===== config.mk =====
export PLATFORM = sky130hd
export DESIGN_NAME = raster_timing_counter
export DESIGN_NICKNAME = d
export VERILOG_FILES = /design/src/rtl/raster_timing_pkg.sv /design/src/rtl/raster_timing_counter_mod_counter.sv /design/src/rtl/raster_timing_counter.sv
export SDC_FILE = /design/constraint.sdc
export NUM_CORES = 1
export LEC_CHECK = 0
export ABC_CLOCK_PERIOD_IN_PS = 2400
export BUFFER_PORTS_ARGS = -buffer_cell sky130_fd_sc_hd__buf_2
export CAP_MARGIN = 5
export CORE_ASPECT_RATIO = 0.7
export CORE_UTILIZATION = 50
export CTS_CLUSTER_DIAMETER = 100
export DETAILED_ROUTE_END_ITERATION = 10
export GPL_TIMING_DRIVEN = 0
export PLACE_DENSITY = 0.88
export RECOVER_POWER = 25
export SLEW_MARGIN = 20
export SYNTH_ARGS = -nofsm -noshare
export SYNTH_HDL_FRONTEND = slang
export SYNTH_HIERARCHICAL = 1
export SYNTH_SLANG_ARGS = --single-unit

===== constraint.sdc =====
create_clock -name CLK_DRV -period 2.4 [get_ports CLK_DRV]
set_clock_uncertainty 0.05 [all_clocks]
set_input_delay 0.12 -clock CLK_DRV [delete_from_list [all_inputs] [get_ports CLK_DRV]]
set_output_delay 0.12 -clock CLK_DRV [all_outputs]
set_load 0.005 [all_outputs]

===== src/rtl/raster_timing_pkg.sv =====
// Shared raster timing types, the window-compare helper, and the default
// timing constants for the Space Race board.
package raster_timing_pkg;

  localparam int unsigned WIN_W = 16;

  // Half-open window [beg, fin); beg == fin means the window is never active
  typedef struct packed {
    logic [WIN_W-1:0] beg;
    logic [WIN_W-1:0] fin;
  } raster_win_t;

  localparam int unsigned DEF_H_TOTAL     = 454;
  localparam int unsigned DEF_V_TOTAL     = 262;
  localparam int unsigned DEF_H_BLANK_BEG = 374;
  localparam int unsigned DEF_H_SYNC_BEG  = 400;
  localparam int unsigned DEF_H_SYNC_END  = 432;
  localparam int unsigned DEF_V_BLANK_BEG = 224;
  localparam int unsigned DEF_V_SYNC_BEG  = 236;
  localparam int unsigned DEF_V_SYNC_END  = 240;

  function automatic logic in_window(input logic [WIN_W-1:0] cnt, input raster_win_t win);
    return (cnt >= win.beg) && (cnt < win.fin);
  endfunction

endpackage


===== src/rtl/raster_timing_counter_mod_counter.sv =====
// Modulo-MOD counter with clock enable and synchronous clear; tc_c flags the
// terminal count so wrap is a compare, not a width overflow.
module mod_counter #(
  parameter int unsigned MOD = 2,
  parameter int unsigned W   = (MOD > 1) ? $clog2(MOD) : 1
) (
  input  logic         clk,
  input  logic         rst_n,
  input  logic         ce,
  input  logic         clr,
  output logic [W-1:0] cnt,
  output logic         tc_c
);

  assign tc_c = (cnt == W'(MOD - 1));

  always_ff @(posedge clk or negedge rst_n) begin
    if (!rst_n) begin
      cnt <= '0;
    end else if (clr) begin
      cnt <= '0;
    end else if (ce) begin
      if (tc_c) cnt <= '0;
      else      cnt <= cnt + W'(1);
    end
  end

endmodule


===== src/rtl/raster_timing_counter.sv =====
// Horizontal/vertical raster counter with blank/sync decodes and a field
// toggle; decodes are pure compares on the count registers.
module raster_timing_counter
  import raster_timing_pkg::*;
#(
  parameter int unsigned H_TOTAL     = DEF_H_TOTAL,
  parameter int unsigned V_TOTAL     = DEF_V_TOTAL,
  parameter int unsigned H_BLANK_BEG = DEF_H_BLANK_BEG,
  parameter int unsigned H_SYNC_BEG  = DEF_H_SYNC_BEG,
  parameter int unsigned H_SYNC_END  = DEF_H_SYNC_END,
  parameter int unsigned V_BLANK_BEG = DEF_V_BLANK_BEG,
  parameter int unsigned V_SYNC_BEG  = DEF_V_SYNC_BEG,
  parameter int unsigned V_SYNC_END  = DEF_V_SYNC_END,
  parameter int unsigned H_W         = $clog2(H_TOTAL),
  parameter int unsigned V_W         = $clog2(V_TOTAL)
) (
  input  logic           CLK_DRV,
  input  logic           RESET_N,
  input  logic           CE,
  input  logic           SYNC_CLR,
  output logic [H_W-1:0] HCNT,
  output logic [V_W-1:0] VCNT,
  output logic           HRESET,
  output logic           VRESET,
  output logic           VRESET_N,
  output logic           HBLANK,
  output logic           VBLANK,
  output logic           HSYNC_N,
  output logic           VSYNC_N,
  output logic           CSYNC_N,
  output logic           FIELD
);

  localparam raster_win_t H_BLANK_WIN = '{beg: WIN_W'(H_BLANK_BEG), fin: WIN_W'(H_TOTAL)};
  localparam raster_win_t H_SYNC_WIN  = '{beg: WIN_W'(H_SYNC_BEG),  fin: WIN_W'(H_SYNC_END)};
  localparam raster_win_t V_BLANK_WIN = '{beg: WIN_W'(V_BLANK_BEG), fin: WIN_W'(V_TOTAL)};
  localparam raster_win_t V_SYNC_WIN  = '{beg: WIN_W'(V_SYNC_BEG),  fin: WIN_W'(V_SYNC_END)};

  // Reject parameter sets whose windows would wrap past the line/frame end
  if (H_TOTAL < 2 || V_TOTAL < 2) begin : g_bad_total
    $error("raster_timing_counter: H_TOTAL and V_TOTAL must be >= 2");
  end
  if (H_BLANK_BEG > H_TOTAL || H_SYNC_BEG > H_SYNC_END || H_SYNC_END > H_TOTAL) begin : g_bad_hwin
    $error("raster_timing_counter: horizontal window out of range");
  end
  if (V_BLANK_BEG > V_TOTAL || V_SYNC_BEG > V_SYNC_END || V_SYNC_END > V_TOTAL) begin : g_bad_vwin
    $error("raster_timing_counter: vertical window out of range");
  end

  logic h_tc;
  logic v_tc;
  logic v_ce;

  assign v_ce = CE & h_tc;

  mod_counter #(.MOD(H_TOTAL), .W(H_W)) u_hcnt (
    .clk   (CLK_DRV),
    .rst_n (RESET_N),
    .ce    (CE),
    .clr   (SYNC_CLR),
    .cnt   (HCNT),
    .tc_c  (h_tc)
  );

  mod_counter #(.MOD(V_TOTAL), .W(V_W)) u_vcnt (
    .clk   (CLK_DRV),
    .rst_n (RESET_N),
    .ce    (v_ce),
    .clr   (SYNC_CLR),
    .cnt   (VCNT),
    .tc_c  (v_tc)
  );

  // Field flips on the frame-wrap edge; genlock restart leaves it alone
  always_ff @(posedge CLK_DRV or negedge RESET_N) begin
    if (!RESET_N) begin
      FIELD <= 1'b0;
    end else if (!SYNC_CLR && v_ce && v_tc) begin
      FIELD <= ~FIELD;
    end
  end

  assign HRESET   = h_tc;
  assign VRESET   = v_tc;
  assign VRESET_N = ~v_tc;
  assign HBLANK   = in_window(WIN_W'(HCNT), H_BLANK_WIN);
  assign VBLANK   = in_window(WIN_W'(VCNT), V_BLANK_WIN);
  assign HSYNC_N  = ~in_window(WIN_W'(HCNT), H_SYNC_WIN);
  assign VSYNC_N  = ~in_window(WIN_W'(VCNT), V_SYNC_WIN);
  assign CSYNC_N  = HSYNC_N & VSYNC_N;

endmodule


======== After elaboration in Yosys (flattened, before gate mapping) ========
Cells that the tools add are included.
storage, ports and cells
  memory bits (writable) .................. 0
  memory bits (read-only) ................. 0
  bits in latches ......................... 0
  input bits .............................. 4
  word-level logic and storage cells ...... 36
  flip-flop bits (word level) ............. 19
  memories kept ........................... 0
  output and inout bits ................... 27
operators by class
  bitwise operators ....................... 6
  shift operators ......................... 0
  reductions and logical operators ........ 9
  divide/modulo/power cells ............... 0
  order comparisons ....................... 8
  multiplexer cells ....................... 6
  $mul .................................... 0
  add/sub/neg operators ................... 2
  equality and inequality tests ........... 2
operators by type and width
  cell                                                                                 count
  9-bit two-way mux                                                                    6
  9-bit less-than comparator, second input constant                                    3
  9-bit by 1-bit adder with 9-bit output, second input constant                        2
  9-bit == test, second input constant                                                 2
  9-bit by 8-bit greater-or-equal comparator with 1-bit output, second input constant  2
  9-bit greater-or-equal comparator, second input constant                             2
  9-bit by 8-bit less-than comparator with 1-bit output, second input constant         1
  1-bit logical AND                                                                    6
  1-bit NOT                                                                            4
  2-bit nonzero test                                                                   2
  1-bit bitwise AND                                                                    2
  1-bit logical NOT                                                                    1

======== Longest topological paths before layout ========
Gate-level depths: netlist of the first run.
  word-level depth ........................ 4
  gate-level depth with buffers ........... 9
  depth with buffers taken out ............ 9

======== Hierarchy ========
Netlist of the first run, hierarchy kept.
by module, submodules not included
  module                 sequential area each (um2)  times used  area each (um2)  cells an instance
  mod_counter at u_vcnt  225.2                       1           503.0            54
  mod_counter at u_hcnt  225.2                       1           479.2            50
  raster_timing_counter  25.0                        1           155.1            22

======== Least setup slack after synthesis of the first run ========
Ideal clock, no wire load.
  kind .................................... register to register
  start ................................... register u_hcnt.cnt[1]
  end ..................................... register u_vcnt.cnt[4]
  stages on the path, launching flop included .. 9
  data arrival time ....................... 2.172 ns
  required time ........................... 2.273 ns
  setup time .............................. 0.077 ns
  slack ................................... 0.101 ns
  path through ............................ dfrtp_1 > inv_1 > ha_1 > nand4b_1 > nor4_1 > and2_1 > o21ai_0 > or3_1 > a21oi_1
between the ends
  longest elaborated chain between the ends .. 3
ends and longest elaborated chain
  what                          RTL line                                 source
  from (decl)                   raster_timing_counter_mod_counter.sv:11  output logic [W-1:0] cnt,
  from (signal assigned)        raster_timing_counter_mod_counter.sv:24  else cnt <= cnt + W'(1);
  9-bit == test                 raster_timing_counter_mod_counter.sv:15  assign tc_c = (cnt == W'(MOD - 1));
  via HRESET                    raster_timing_counter.sv:23              output logic HRESET,
  1-bit bitwise AND             raster_timing_counter.sv:54              assign v_ce = CE & h_tc;
  via v_ce                      raster_timing_counter.sv:52              logic v_ce;
  2-bit nonzero test (no line)  --
  to (signal assigned)          raster_timing_counter_mod_counter.sv:24
  to (decl)                     raster_timing_counter_mod_counter.sv:11
The timed path passes the listed nets, and every way through them passes these cells.
A chain may end at the register's enable or synchronous reset.

======== Worst setup path after layout of the first run ========
  start ................................... register u_hcnt.cnt[1]
  end ..................................... register u_vcnt.cnt[4]
between the ends
  longest elaborated chain between the ends .. 3
ends and longest elaborated chain
  what                          RTL line
  9-bit == test                 raster_timing_counter_mod_counter.sv:15
  1-bit bitwise AND             raster_timing_counter.sv:54
  via v_ce                      raster_timing_counter.sv:52
  2-bit nonzero test (no line)  --
The timed path passes the listed nets, and every way through them passes these cells.

==> results of run 1 <==
## logic make-up after synthesis
group / count (synthesis) / synth area share, %
xor+xnor: 13 / 10.0
simple gates: 59 / 28.5
compound gates: 25 / 13.3
buf+inv: 6 / 1.98
fa+ha+maj: 4 / 4.40
flops: 19 / 41.8
## cells in the final DEF (no fill, tap or decap), types with 2 or more instances in the layout
cell / instances
a21o_1: 2
buf_2: 29
or3_1: 3
nand2_1: 16
xnor2_1: 7
o21ai_0: 9
o21ai_1: 4
xor2_1: 6
nor4_4: 2
dfrtp_1: 19
nor4_1: 2
nor3_1: 3
ha_1: 4
nand4_1: 4
a21oi_1: 4
clkbuf_4: 3
nand3_1: 4
inv_1: 6
clkbuf_1: 2
nor2_1: 15
## cells in the mapped netlist (all sizes together), types with 5 or more instances
master   n  area, µm²
dfrtp   19        475
inv      6       22.5
nand2   16       60.1
nand3    5       30.0
nor2    15       56.3
o21ai   13       65.1
xnor2    7       61.3
xor2     6       52.6
## stage by stage
stage | TNS [ns] | std cells | area, µm² | worst slack [ns]
after CTS | 0 | 193 | 1380 | 0.0179
after floorplan | 0 | 126 | 1140 | 0.101
after global routing | 0 | 193 | 1380 | 0.0548
after global placement | -0.188 | 188 | 1330 | -0.0939
final | 0 | 193 | 1380 | 0.217
after detailed placement | -0.537 | 188 | 1330 | -0.165
## final cells by class
| cell class | instances | share of cell area, % |
|---|---|---|
| Timing Repair Buffer | 31 | 11.5 |
| Sequential cell | 19 | 34.5 |
| Tap cell | 32 | 2.90 |
| Multi-Input combinational cell | 101 | 47.6 |
| Clock buffer | 4 | 1.90 |
| Inverter | 6 | 1.63 |
## timing repair
action	CTS	global route
cloned	0	0
hold buffers	1	0
setup endpoints to repair	8	8
pin swaps	0	1
hold endpoints to repair	19	0
gates resized for setup	2	3
## power breakdown
| part | internal [mW] | total [mW] | switching [mW] |
|---|---|---|---|
| clock | 0.0647 | 0.159 | 0.0945 |
| combinational | 0.00980 | 0.0297 | 0.0199 |
| sequential | 0.323 | 0.329 | 0.00578 |
## worst max-delay path, cell delays in order (launching register included)
cell and delay, ns:
dfrtp_1 0.47, inv_1 0.09, ha_1 0.15, nand4b_1 0.16, nor4_4 0.28, and2_4 0.25
o21ai_1 0.14, or3_1 0.39, a21oi_1 0.14
## state kept, by name, summed over array words and instances, names as in the netlist
signal      cells
FIELD           1
u_hcnt/cnt      9
u_vcnt/cnt      9
## path summary, 6_finish.rpt
path | endpoint | cells past startpoint | start | slack [ns]
max in group asynchronous | u_vcnt/cnt[1] | 2 | RESET_N | 1.24
worst min-delay path | u_vcnt/cnt[8] | 2 | SYNC_CLR | 0.12
worst max register to register | u_vcnt/cnt[4] | 8 | u_hcnt/cnt[1] | 0.22
min in group asynchronous | u_vcnt/cnt[3] | 2 | RESET_N | 0.45
worst min register to register | FIELD | 1 | FIELD | 0.43
worst max-delay path | u_vcnt/cnt[4] | 8 | u_hcnt/cnt[1] | 0.22
## routing by layer
metal / share of wire [%] / vias to the layer above / track usage (%)
met5: 0 / - / 0
met4: 0 / 0 / 7.62
met3: 6.3 / 0 / 5.30
met2: 49 / 50 / 34.1
met1: 45 / 488 / 31.0
li1: - / 526 / -
==> reports/metrics.yaml, run 1 <==
dr.first_iter.drc_count: 66
die_x_um: 59.0
ctsHtreeMaxLevel: 1
multi_input_area_um2: 657
layout-drive-gt1-share_pct: 24.8
whs_ns: 0.122
first_pass_iters: 7
powerDensity_nw_per_um2: 375
required_ns: 2.58
yosys_warnings: 6
routedWlPerCell_um: 14.0
cts_setup_buffers: 0
detailed_place_hpwl_mm: 1.95
drv_slew: 0
cts_sinks: 19
rows: 14
fill_cells: 173
critPathKind: "reg -> reg"
drc: 1
synthToLayoutAreaGrowth_pct: 21.3
status: "finished with violations"
period_needed_ns: 2.18
grt_overflow: 0
clk_path_buf_depth: 2
p_leak_nw: 0.620
period_share_pct: 90.9
grt_max_degree: 20
worst_pin_slew_ns: 0.996
crit_arrival_ns: 2.37
ys_types: 32
vdd_drop_max_mv: 0.289
cts_tree: "yes"
cts_buffers: 3
io_pins: 31
fin_util_pct: 64.1
num_vias: 1064
syn_area_um2: 1140
syn_avg_cell_area_um2: 9.03
gp_congestion: 0.852
wirelength_mm: 2.70
synth-seq-cells: 19
port_buffers: 30
final_hold_viol_count: 0
synth_edf_count: 0
grt_usage_pct: 22.3
async_flop_share_pct: 100
first_global_vias: 893
fmax_mhz: 458
core_um2: 2150
clk_latency_ns: 0.30
critPathLaunchType: "flop"
yosys_most_used_dff: "dfrtp_1"
rsz0062_at_grt: "false"
viasPerCell: 5.51
worstSetupEndpointType: "flop"
worst-path-max-fanout: 7
root_buffer: "clkbuf_4"
ys_seq_area_share_pct: 41.8
hp-class: "in -> reg"
p_total_mw: 0.518
synth_cells: 126
grt_pass1_wl_mm: 4.08
finalSetupViolCount: 0
slew_headroom_pct: 33.6
final_antenna_net_count: 0
seqCellArea_um2: 475
start_util_pct: 52.8
cts.clk_slew.worst_paths_ns: 0.11
dieArea_um2: 2470
violations: "DRC"
finalNetCount: 170
syn_nets: 134
antenna_found_initial: 0
die_h_um: 41.9
drv_cap: 0
diodes: 0
No activity file was read; power rests on OpenSTA's default activity.
==> inputs of run 2 (changes only) <==
- PLACE_DENSITY: 0.88 -> 0.87
- SYNTH_HIERARCHICAL: 1 -> unset
==> run 2 against run 1 <==
  * The flow now finishes without violations
  * Die area rose by 8.2%
  * Largest cell class unchanged
  * Count of clock-buffer cells in the layout stayed put
  * Clock power is 4% higher
  * Total power grew 5.8%
  * Largest power group unchanged
  * Critical path type is now reg -> out
  * Sequential share of layout area decreased by 1.9 points
  * Non-clock buffer count is 6 higher
  * Routed wire length grew 19%
==> reports/metrics.yaml, run 2 <==
status: "finished clean"  # was finished with violations
drv_cap: 0  # unchanged
r2r-start: "u_hcnt.cnt[1]"  # was u_hcnt/cnt[1]
period_share_pct: 81.3  # was 90.9%
slew_headroom_pct: 31.3  # was 33.6%
yosysTopAreaCell: "dfrtp_1"  # unchanged
cts_sinks: 19  # unchanged
detailed_place_hpwl_mm: 2.37  # was 1.95 mm
synth_top_area_share_pct: 38.5  # was 41.8%
setup_tns_ns: 0  # unchanged
synth.area.top_cells: "dfrtp_1 39%, ha_1 6.1%, xor2_1 5.0%"  # was dfrtp_1 42%, xnor2_1 5.4%, nand2_1 5.3%
root_buffer: "clkbuf_4"  # unchanged
ctsHtreeMaxLevel: 1  # unchanged
p_leak_nw: 0.702  # was 0.620 nW
wirelength_mm: 3.21  # was 2.70 mm
grt_max_degree: 20  # unchanged
cts_buffers: 3  # unchanged
r2r_slack_ns: 0.52  # was 0.22 ns
pwr-share-comb_pct: 8.3  # was 5.7%
r2r-end: "u_vcnt.cnt[1]"  # was u_vcnt/cnt[4]
min_from: "CE"  # was SYNC_CLR
core_um2: 2240  # was 2150 µm²
vdd_drop_max_mv: 0.250  # was 0.289 mV
swShare_pct: 25.7  # was 23.2%
grt_usage_pct: 26.3  # was 22.3%
num_vias: 1187  # was 1,064
intPower_mw: 0.407  # was 0.397 mW
yosys_most_used_dff: "dfrtp_1"  # unchanged
synth_most_common_cell: "dfrtp_1"  # unchanged
diodes: 0  # unchanged
antenna_found_initial: 0  # unchanged
ys_seq_area_share_pct: 38.5  # was 41.8%
seqPwrFrac_pct: 61.4  # was 63.5%
start_util_pct: 55.1  # was 52.8%
required_ns: 2.23  # was 2.58 ns
cts_tree: "yes"  # unchanged
synth_cells: 137  # was 126
worst-path-max-fanout: 7  # unchanged
placed_cell_area_um2: 1430  # was 1330 µm²
reg2reg_depth: 7  # was 8
gp_congestion: 0.891  # was 0.852
dr.first_iter.drc_count: 93  # was 66
switching_power_mw: 0.141  # was 0.120 mW
synth_common_cells: "19 x dfrtp_1, 16 x nand2_1, 10 x nor2_1"  # was 19 x dfrtp_1, 16 x nand2_1, 15 x nor2_1
rows: 14  # unchanged
hp-class: "in -> reg"  # unchanged
ys_types: 44  # was 32
finalNetCount: 183  # was 170
syn_avg_cell_area_um2: 9.01  # was 9.03 µm²
synth-seq-cells: 19  # unchanged
routedWlPerCell_um: 15.7  # was 14.0 µm
grt_pass1_wl_mm: 5.07  # was 4.08 mm
holdPathEnd: "u_vcnt.cnt[5]"  # was u_vcnt/cnt[8]
syn_area_um2: 1230  # was 1140 µm²
die_h_um: 43.6  # was 41.9 µm
io_pins: 31  # unchanged
worstSetupEndpointType: "output pin"  # was flop
drv_slew: 0  # unchanged
reg_top3: "u_hcnt.cnt: 9 flops, u_vcnt.cnt: 9 flops, FIELD: 1 flops"  # was u_hcnt/cnt: 9 flops, u_vcnt/cnt: 9 flops, FIELD: 1 flops
powerDensity_nw_per_um2: 375  # about the same
synthToLayoutAreaGrowth_pct: 18.2  # was 21.3%
die_x_um: 61.4  # was 59.0 µm
grt_overflow: 0  # unchanged
finalSetupViolCount: 0  # unchanged
layout_commonest_cell: "buf_2"  # unchanged
first_global_vias: 1118  # was 893
synth_edf_count: 0  # unchanged
drc: 0  # was 1
clk_path_buf_depth: 2  # unchanged
period_needed_ns: 1.95  # was 2.18 ns
yosys_warnings: 0  # was 6
layout-drive-gt1-share_pct: 25.6  # was 24.8%
final_antenna_net_count: 0  # unchanged
critPathLaunchType: "flop"  # unchanged
hold-path-cell-count: 4  # was 2
cts.clk_slew.worst_paths_ns: 0.12  # was 0.11 ns
clk_latency_ns: 0.30  # about the same
final_hold_viol_count: 0  # unchanged
place_ws_ns: 0.592  # was -0.165 ns
finish.instance_area_um2: 1460  # was 1380 µm²
syn_nets: 147  # was 134
async_flop_share_pct: 100  # unchanged
fmax_mhz: 512  # was 458 MHz
first_pass_iters: 4  # was 7
worst_pin_slew_ns: 1.03  # was 0.996 ns
viasPerCell: 5.82  # was 5.51
fin_ws_ns: 0.448  # was 0.217 ns
critPathKind: "reg -> out"  # was reg -> reg
clkPwrFrac_pct: 30.4  # was 30.8%
crit_arrival_ns: 1.78  # was 2.37 ns
port_buffers: 30  # unchanged
final_cell_mix: "32 x buf_2, 19 x dfrtp_1, 16 x nand2_1"  # was 29 x buf_2, 19 x dfrtp_1, 16 x nand2_1
rsz0062_at_grt: "false"  # unchanged
dieArea_um2: 2680  # was 2470 µm²
[run 2: changes by cell type after synthesis, sizes merged, moves of 4 or more]
| cell | change |
|---|---|
| o21ai | -6 |
| nor2 | -5 |
| xnor2 | -4 |
| a31oi | +4 |
[run 2: kinds of logic after synthesis]
| family | Yosys count | share of synthesized area [%] |
|---|---|---|
| compound gates | 25 | 13.3 |
| xor+xnor | 10 | 7.09 |
| fa+ha+maj | 6 | 6.08 |
| buf+inv | 13 | 4.36 |
| flops | 19 | 38.5 |
| simple gates | 64 | 30.7 |
[run 2: worst max path at each step]
stage | depth (start not counted) | startpoint | end | slack (ns)
6_report | 6 | u_hcnt.cnt[1] | HRESET | 0.45
5_1_grt | 6 | u_hcnt.cnt[1] | HRESET | 0.39
4_1_cts | 6 | u_hcnt.cnt[1] | HRESET | 0.47
3_5_place_dp | 7 | u_hcnt.cnt[1] | u_vcnt.cnt[1] | 0.59
3_3_place_gp | 6 | u_hcnt.cnt[1] | u_vcnt.cnt[2] | 0.68
2_1_floorplan | 6 | u_hcnt.cnt[1] | u_vcnt.cnt[2] | 0.79
[run 2: area by class of cell]
type | count | area [µm²]
Timing Repair Buffer | 31 | 159
Sequential cell | 19 | 475
Fill cell | 192 | 782
Clock buffer | 4 | 26.3
Inverter | 7 | 26.3
Multi-Input combinational cell | 105 | 706
Tap cell | 32 | 40.0
Buffer | 6 | 27.5
[run 2: what timing repair did]
| action | in CTS | in global routing |
|---|---|---|
| endpoints found under the hold margin | 19 | 0 |
| resized for setup | 0 | 0 |
| setup buffers | 0 | 0 |
| hold buffers | 1 | 0 |
[run 2: worst max-delay path, cell delays in order (launching register included)]
cell,delay (ns)
dfrtp_1,0.48
inv_1,0.10
ha_1,0.19
and4_1,0.25
and2_2,0.18
buf_2,0.15
buf_2,0.13
[run 2: routing by layer]
layer / share of wire [%] / global-route usage (%) / routed length [µm] / vias to the layer above
met4: 2.0 / 10.2 / 65 / 0
met5: 0 / 0 / 0 / -
met1: 42 / 36.6 / 1360 / 566
met3: 6.6 / 6.57 / 211 / 8
met2: 49 / 39.8 / 1570 / 52
li1: - / - / - / 561
[run 2: per-stage QoR]
stage | util, % | hold slack (ns) | instances | total power, mW
3_5_place_dp | 63.6 | 0.0340 | 199 | 0.385
2_1_floorplan | - | -0.226 | 137 | 0.361
6_report | 65.1 | 0.224 | 204 | 0.548
4_1_cts | 65.2 | 0.214 | 204 | 0.548
3_3_place_gp | 63.6 | 0.0309 | 199 | 0.382
5_1_grt | 65.1 | 0.219 | 204 | 0.570
[run 2: power by group through the flow]
| stage | Sequential [mW] | Clock, mW | Combinational, mW |
|---|---|---|---|
| global placement | 0.341 | 0 | 0.0415 |
| CTS | 0.335 | 0.167 | 0.0458 |
| finish | 0.336 | 0.166 | 0.0453 |
| floorplan | 0.340 | 0 | 0.0214 |
| detailed placement | 0.342 | 0 | 0.0433 |
| global route | 0.337 | 0.182 | 0.0506 |
==> inputs of run 3 (changes only) <==
- ABC_CLOCK_PERIOD_IN_PS: 2400 -> 1700
- CORE_UTILIZATION: 50 -> 47
- PLACE_DENSITY: 0.87 -> 0.86
- clock period: 2.4 -> 1.7 ns (I/O delays scaled with it)
==> run 3 against run 2 <==
  * The run now ends with setup timing left
  * Count of clock-buffer cells in the layout did not move
  * Worst setup slack worse by 0.51 ns
  * First-iteration DRC count down 5.4%
  * Critical endpoint is now u_vcnt.cnt[2]
  * Highest routed layer unchanged
==> reports/metrics.yaml, run 3 (synthesis gave the netlist of run 2 again) <==
status: "finished with violations"  # was finished clean
violations: "setup timing"
die_h_um: 44.9  # was 43.6 µm
routedWlPerCell_um: 16.4  # was 15.7 µm
antenna_found_initial: 0  # unchanged
whs_ns: 0.221  # was 0.224 ns
viasPerCell: 5.73  # was 5.82
grt_max_degree: 20  # unchanged
layout-drive-gt1-share_pct: 38.9  # was 25.6%
pwr-share-comb_pct: 9.1  # was 8.3%
switching_power_mw: 0.216  # was 0.141 mW
wirelength_mm: 3.50  # was 3.21 mm
final_hold_viol_count: 0  # unchanged
swShare_pct: 24.6  # was 25.7%
root_buffer: "clkbuf_8"  # was clkbuf_4
dr.first_iter.drc_count: 88  # was 93
die_x_um: 63.3  # was 61.4 µm
cts.clk_slew.worst_paths_ns: 0.07  # was 0.12 ns
seqPwrFrac_pct: 54.1  # was 61.4%
period_share_pct: 103
drc: 0  # unchanged
rsz0062_at_grt: "true"  # was false
startpoint: "u_hcnt.cnt[3]"  # was u_hcnt.cnt[1]
gp_congestion: 0.958  # was 0.891
slew_headroom_pct: 29.9  # was 31.3%
io_pins: 31  # unchanged
r2r-start: "u_hcnt.cnt[3]"  # was u_hcnt.cnt[1]
hold-path-cell-count: 4  # unchanged
first_pass_iters: 4  # unchanged
hp-class: "in -> reg"  # unchanged
fill_cells: 189  # was 192
layout_commonest_cell: "buf_2"  # unchanged
clk_latency_ns: 0.27  # was 0.30 ns
core_um2: 2480  # was 2240 µm²
detailed_place_hpwl_mm: 2.19  # was 2.37 mm
setup_tns_ns: -0.0591  # was 0 ns
num_vias: 1226  # was 1,187
fin_ws_ns: -0.0591  # was 0.448 ns
intPower_mw: 0.661  # was 0.407 mW
grt_pass1_wl_mm: 4.80  # was 5.07 mm
reg2reg_depth: 4  # was 7
drv_cap: 0  # unchanged
grt_overflow: 0  # unchanged
required_ns: 1.84  # was 2.23 ns
vdd_drop_max_mv: 0.290  # was 0.250 mV
critPathKind: "reg -> reg"  # was reg -> out
start_util_pct: 49.8  # was 55.1%
min_from: "CE"  # unchanged
p_leak_nw: 0.758  # was 0.702 nW
final_antenna_net_count: 0  # unchanged
crit_arrival_ns: 1.90  # was 1.78 ns
port_buffers: 30  # unchanged
period_needed_ns: 1.76
dieArea_um2: 2840  # was 2680 µm²
worst-path-max-fanout: 8  # was 7
synthToLayoutAreaGrowth_pct: 31.1  # was 18.2%
ctsHtreeMaxLevel: 1  # unchanged
rows: 15  # was 14
drv_slew: 0  # unchanged
cts_sinks: 19  # unchanged
finalNetCount: 191  # was 183
finish.instance_area_um2: 1620  # was 1460 µm²
first_global_vias: 1049  # was 1,118
clkPwrFrac_pct: 36.8  # was 30.4%
critPathLaunchType: "flop"  # unchanged
cts_tree: "yes"  # unchanged
powerDensity_nw_per_um2: 542  # was 375 nW/µm²
grt_usage_pct: 22.0  # was 26.3%
worstSetupEndpointType: "flop"  # was output pin
final_cell_mix: "29 x buf_2, 15 x nand2_1, 11 x dfrtp_1"  # was 32 x buf_2, 19 x dfrtp_1, 16 x nand2_1
reg_top3: "u_hcnt.cnt: 9 flops, u_vcnt.cnt: 9 flops, FIELD: 1 flops"  # unchanged
clk_path_buf_depth: 2  # unchanged
placed_cell_area_um2: 1430  # about the same
diodes: 0  # unchanged
fmax_mhz: 568
worst_pin_slew_ns: 1.05  # was 1.03 ns
cts_buffers: 3  # unchanged
finalSetupViolCount: 1  # was 0
run 3: cell types whose count changed in the layout (fill, tap and decap cells not counted), moves of 3 or more:
cell	before	now
buf_4	0	10
dfrtp_1	19	11
dfrtp_2	0	8
clkbuf_8	0	3
o21ai_1	0	4
buf_2	32	29
o21ai_0	7	3
run 3: worst paths after layout:
kind / to / slack (ns)
worst max-delay path: u_vcnt.cnt[2] / -0.06
worst min-delay path: u_vcnt.cnt[5] / 0.22
worst max register to register: u_vcnt.cnt[2] / -0.06
worst min register to register: FIELD / 0.42
max in group asynchronous: u_hcnt.cnt[0] / 0.42
min in group asynchronous: u_vcnt.cnt[4] / 0.47
run 3: what timing repair did:
item | 4_1_cts | 5_1_grt
gates resized for setup | 9 | 23
endpoints found under the hold margin | 19 | 0
pin swaps | 5 | 4
hold buffers | 1 | 0
setup endpoints to repair | 20 | 21
buffers inserted | 3 | 6
run 3: layout make-up:
cell class	count	area, µm²	area share, %
repair buffers	40	226	14.0
inverters	7	26.3	1.62
well taps	34	42.5	2.63
flip-flops and latches	19	485	30.0
plain buffers	5	33.8	2.09
clock buffers	4	45.0	2.78
multi-input cells	105	759	46.9
run 3: routing by layer:
metal / vias to the layer above / wire length, µm / track usage, %
li1: 570 / - / -
met1: 579 / 1450 / 28.8
met2: 65 / 1710 / 36.1
met3: 12 / 254 / 4.29
met4: 0 / 84 / 10.0
met5: - / 0 / 0
run 3: through the flow:
| stage | power (mW) | util (%) | setup slack, ns | instances |
|---|---|---|---|---|
| 5_1_grt | 0.907 | 65.4 | -0.0789 | 214 |
| 3_5_place_dp | 0.543 | 57.6 | -0.0885 | 201 |
| 2_1_floorplan | 0.510 | - | 0.0929 | 137 |
| 6_report | 0.877 | 65.4 | -0.0591 | 214 |
| 4_1_cts | 0.872 | 61.4 | -0.0146 | 208 |
| 3_3_place_gp | 0.540 | 57.6 | -0.0218 | 201 |
run 3: critical path, cell delays in order, from the launching register on:
cell and delay, ns:
dfrtp_2 0.48, nor4b_4 0.40, nand3_2 0.19, or3b_1 0.42
a21oi_2 0.14
run 3: power groups by stage:
stage          logic, mW  registers, mW  clock network, mW
4_1_cts           0.0712          0.473              0.328
5_1_grt           0.0873          0.475              0.345
6_report          0.0796          0.475              0.323
3_3_place_gp      0.0584          0.481                  0
3_5_place_dp      0.0609          0.483                  0
2_1_floorplan     0.0303          0.480                  0
